$ cat src/rtl/axis_rr_arbiter_4to1.sv
`default_nettype none
// ============================================================================
// Module      : axis_rr_arbiter_4to1
// Description : Four-input, packet-locked round-robin arbiter onto a single
//               AXI-Stream sink. One requester is granted at a time and keeps
//               the grant until its last beat is accepted. Accepted beats go
//               through one output register stage.
// Ports       : clk, reset (async, active-high)
//               s_valid[3:0], s_data[4*DATA_W-1:0], s_last[3:0] : requesters
//               s_ready[3:0]                        : per-requester ready
//               m_valid, m_data[DATA_W-1:0], m_last : registered output beat
//               m_ready                             : downstream ready
//               grant[3:0] (one-hot, 0 when idle), busy (packet locked)
// Revision    : 1.0 - initial release
// ============================================================================
module axis_rr_arbiter_4to1 #(
   parameter int DATA_W = 8
) (
   input  logic                  clk,
   input  logic                  reset,
   input  logic [3:0]            s_valid,
   input  logic [4*DATA_W-1:0]   s_data,
   input  logic [3:0]            s_last,
   output logic [3:0]            s_ready,
   output logic                  m_valid,
   output logic [DATA_W-1:0]     m_data,
   output logic                  m_last,
   input  logic                  m_ready,
   output logic [3:0]            grant,
   output logic                  busy
);

   localparam logic [0:0] ST_IDLE = 1'b0;
   localparam logic [0:0] ST_LOCK = 1'b1;

   logic [0:0]        state_q,   state_d;
   logic [1:0]        gidx_q,    gidx_d;
   logic [1:0]        ptr_q,     ptr_d;
   logic [3:0]        grant_q,   grant_d;
   logic              m_valid_q, m_valid_d;
   logic [DATA_W-1:0] m_data_q,  m_data_d;
   logic              m_last_q,  m_last_d;

   logic              out_free;
   logic              accept;
   logic [1:0]        sel_idx;
   logic              sel_found;
   logic [1:0]        cand;

   // Output register can take a new beat when empty or being drained now;
   // this is what makes s_ready combinationally follow m_ready.
   assign out_free = !m_valid_q || m_ready;
   assign accept   = (state_q == ST_LOCK) && s_valid[gidx_q] && out_free;

   // Rotating-priority search starting at ptr_q.
   always_comb begin
      sel_idx   = ptr_q;
      sel_found = 1'b0;
      cand      = ptr_q;
      for (int k = 0; k < 4; k++) begin
         cand = ptr_q + 2'(k);
         if (!sel_found && s_valid[cand]) begin
            sel_idx   = cand;
            sel_found = 1'b1;
         end
      end
   end

   always_comb begin
      state_d   = state_q;
      gidx_d    = gidx_q;
      ptr_d     = ptr_q;
      grant_d   = grant_q;
      m_valid_d = m_valid_q;
      m_data_d  = m_data_q;
      m_last_d  = m_last_q;

      case (state_q)
         ST_IDLE: begin
            if (sel_found) begin
               gidx_d  = sel_idx;
               grant_d = 4'b0001 << sel_idx;
               state_d = ST_LOCK;
            end
         end
         default: begin
            // Only an accepted last beat releases the lock; the finished
            // requester drops to lowest priority.
            if (accept && s_last[gidx_q]) begin
               state_d = ST_IDLE;
               grant_d = 4'b0000;
               ptr_d   = gidx_q + 2'd1;
            end
         end
      endcase

      if (accept) begin
         m_valid_d = 1'b1;
         m_data_d  = s_data[gidx_q*DATA_W +: DATA_W];
         m_last_d  = s_last[gidx_q];
      end else if (m_valid_q && m_ready) begin
         m_valid_d = 1'b0;
      end
   end

   always_ff @(posedge clk or posedge reset) begin
      if (reset) begin
         state_q   <= ST_IDLE;
         gidx_q    <= 2'd0;
         ptr_q     <= 2'd0;
         grant_q   <= 4'b0000;
         m_valid_q <= 1'b0;
         m_data_q  <= '0;
         m_last_q  <= 1'b0;
      end else begin
         state_q   <= state_d;
         gidx_q    <= gidx_d;
         ptr_q     <= ptr_d;
         grant_q   <= grant_d;
         m_valid_q <= m_valid_d;
         m_data_q  <= m_data_d;
         m_last_q  <= m_last_d;
      end
   end

   // grant_q is the one-hot decode of gidx_q while locked, so it doubles as
   // the ready mask.
   assign s_ready = ((state_q == ST_LOCK) && out_free) ? grant_q : 4'b0000;
   assign grant   = grant_q;
   assign busy    = (state_q == ST_LOCK);
   assign m_valid = m_valid_q;
   assign m_data  = m_data_q;
   assign m_last  = m_last_q;

endmodule
`default_nettype wire

$ cat config.mk
export PLATFORM = sky130hd
export DESIGN_NAME = axis_rr_arbiter_4to1
export DESIGN_NICKNAME = d
export VERILOG_FILES = /design/src/rtl/axis_rr_arbiter_4to1.sv
export SDC_FILE = /design/constraint.sdc
export NUM_CORES = 1
export LEC_CHECK = 0
export ABC_AREA = 1
export ABC_CLOCK_PERIOD_IN_PS = 3500
export CAP_MARGIN = 20
export CELL_PAD_IN_SITES_DETAIL_PLACEMENT = 1
export CELL_PAD_IN_SITES_GLOBAL_PLACEMENT = 2
export CORE_MARGIN = 2
export CORE_UTILIZATION = 22
export DETAILED_ROUTE_END_ITERATION = 12
export GPL_TIMING_DRIVEN = 1
export PLACE_DENSITY_LB_ADDON = 0.08
export REMOVE_ABC_BUFFERS = 1
export SYNTH_ARGS = -nofsm -noshare
export SYNTH_HDL_FRONTEND = slang
export SYNTH_SLANG_ARGS = --single-unit
$ cat constraint.sdc
create_clock -name clk -period 3.5 [get_ports clk]
set_input_delay 0.525 -clock clk [delete_from_list [all_inputs] [get_ports clk]]
set_output_delay 0.525 -clock clk [all_outputs]
set_load 0.1 [all_outputs]
==> results.yml <==
outcome:
  status: "finished, final reports clean"
synth:
  synth_cell_types: 24
  ys_seq_area_frac: 0.3290
  netlist_area_sq_um: 1445
  ys_warn_count: 0
  syn_inst: 234
  synth_seq_cells: 19
  syn_area_per_cell_sq_um: 6.176
clock_tree:
  cts_made_buffers: 3
  cts_resized: 0
  cts_setup_buffers: 0
  clock_latency_ns: 0.27
  clock-sinks: 19
  clk_path_buf_depth: 2
  cts_tree: "built"
  holdBufCountCts: 0
  htreeDepth: 1
  cts-root-buf: "clkbuf_8"
  path_clk_slew_ns: 0.08
layout:
  layout_common_cells: "nand2_1, clkdlybuf4s50_1, nor2_1"
  syn2layout_area_growth_pct: 49.52
  num_antenna_cells: 0
  num-nets-final: 337
  nFillCells: 811
  mostFrequentLayoutCell: "nand2_1"
  final_layout_size_suffix_gt1_frac: 0.07850
critical_path:
  reg2reg_slack_ns: 1.37
  critical_path.max_stage_delay_ns: 1.15
  worstSetupStartpointType: "flop"
  r2r-end: "grant[2]$_DFFE_PP0P_"
  endpoint_kind: "primary output"
  critPathKind: "flop to primary output"
  r2r_cells: 11
  cp_slowest_cell: "clkdlybuf4s50_1"
  worstReg2RegStart: "ptr_q[0]$_DFFE_PP0P_"
  path_buf_inv: 1
  cp_cell_sequence: "clkdlybuf4s50_1"
  cp_top_family: "buffers and inverters"
  cp_data_arrival_time_ns: 1.83
  cp.required_ns: 2.97
  crit_path_max_fanout: 4
place:
  hpwl_mm: 3.704
  io_buffer_count: 61
  gp_congestion: 0.7762
floorplan:
  chipHeight_um: 85.05
  coreArea_sq_um: 6350
  ios: 62
  die_w_um: 85.05
  die_area_sq_um: 7234
  initial_utilization: 0.2276
  rows: 29
min_path:
  worstHoldStart: "m_last$_DFFE_PP0P_"
  whs_endpoint: "m_last$_DFFE_PP0P_"
  min_path_type: "flop to flop"
  hold_depth: 2
timing:
  fin_crit_sh: 0.6730
  max_clock_freq_ghz: 0.4246
  hold_viol_final: 0
  max_slew_margin: 0.3220
  period_minus_slack_ns: 2.355
  fin_worst_skew_ns: 0.005755
  whs_ns: 0.4876
  finalSetupViolCount: 0
  rsz0062_at_grt: "false"
  fin_tns_setup_ns: 0
  slew_violations: 0
  tightest_slew_ns: 1.014
power_and_ir_drop:
  peakVddDrop_v: 0.0004168
  p_total_mw: 2.430
  p_leak_nw: 1.007
  p_per_area_nw_per_um2: 1124
route:
  drt_pass1_iterations: 4
  drc: 0
  ant_nets: 0
  drt_iter0_markers: 48
  vias: 1650
  wl_per_cell_um: 12.97
  drt-total-wl_mm: 4.799
  routed_via_density: 4.459
global_routing:
  overflow: 0
  grt_max_degree: 24
  grt_util_all_layers: 0.1410
  grt_pass1_wl_mm: 8.280
  antenna_found_initial: 0
  grt_pass1_vias: 1783
flow_run:
  maxCapViolations: 0
-- layer usage --
metal / GRT usage / vias up / wire length, um
li1: - / 868 / -
met1: 0.1760 / 740 / 2228
met2: 0.2457 / 38 / 2260
met3: 0.03502 / 4 / 266
met4: 0.03030 / 0 / 44
met5: 0 / - / 0
-- how the worst max path moves through the flow --
stage | startpoint | endpoint | slack, ns | cells past startpoint
2_1_floorplan | busy$_DFF_PP0_ | s_ready[0] | 0.47 | 2
3_3_place_gp | s_valid[3] | grant[2]$_DFFE_PP0P_ | 1.24 | 11
3_5_place_dp | s_valid[3] | grant[2]$_DFFE_PP0P_ | 1.22 | 11
4_1_cts | busy$_DFF_PP0_ | busy | 1.13 | 1
5_1_grt | ptr_q[0]$_DFFE_PP0P_ | grant[2]$_DFFE_PP0P_ | 1.08 | 11
6_report | busy$_DFF_PP0_ | busy | 1.14 | 1
-- final cells by class --
class / count / area, sq um / share of cell area
clock buffers: 3 / 41.29 / 0.01911
inverters: 18 / 70.07 / 0.03243
clock inverters: 1 / 5.005 / 0.002316
flip-flops and latches: 19 / 475.5 / 0.2200
well taps: 77 / 96.34 / 0.04459
multi-input cells: 188 / 849.6 / 0.3932
repair buffers: 64 / 623.1 / 0.2884
-- through the flow --
step / cell area, sq um / utilization / setup slack, ns / std cells
floorplan: 1395 / - / 0.4678 / 225
global placement: 2115 / 0.3330 / 1.239 / 366
detailed placement: 2115 / 0.3330 / 1.223 / 366
CTS: 2161 / 0.3403 / 1.127 / 370
global route: 2161 / 0.3403 / 1.082 / 370
finish: 2161 / 0.3403 / 1.145 / 370
-- state kept, by name, indices dropped and copies added (netlist names) --
register / flops
grant: 4
m_valid: 1
busy: 1
ptr_q: 2
m_data: 8
gidx_q: 2
m_last: 1
-- power by group --
group | internal, mW | switching (mW)
Clock | 0.0795 | 0.0845
Combinational | 0.497 | 1.32
Sequential | 0.324 | 0.122
-- cell families after synthesis --
group,share of synthesized area
flops,0.3290
xor+xnor,0.006062
buf+inv,0.08311
compound gates,0.1455
simple gates,0.4364
-- Yosys cell counts --
library cell / n / share of area
a21oi_1: 5 / 0.017
a21oi_2: 1 / 0.0061
a22oi_1: 1 / 0.0052
a31oi_1: 8 / 0.035
buf_2: 1 / 0.0035
buf_4: 2 / 0.010
buf_6: 1 / 0.0078
clkbuf_1: 5 / 0.013
dfrtp_1: 19 / 0.33
inv_1: 15 / 0.039
inv_2: 2 / 0.0052
inv_4: 1 / 0.0043
nand2_1: 74 / 0.19
nand2_2: 4 / 0.017
nand3_1: 21 / 0.073
nand3b_1: 1 / 0.0052
nand4_1: 2 / 0.0087
nand4_2: 1 / 0.0087
nor2_1: 46 / 0.12
nor2_2: 1 / 0.0043
nor2_4: 1 / 0.0078
o21ai_0: 20 / 0.069
o21bai_4: 1 / 0.013
xnor2_1: 1 / 0.0061
No activity file was read; power rests on OpenSTA's default activity.
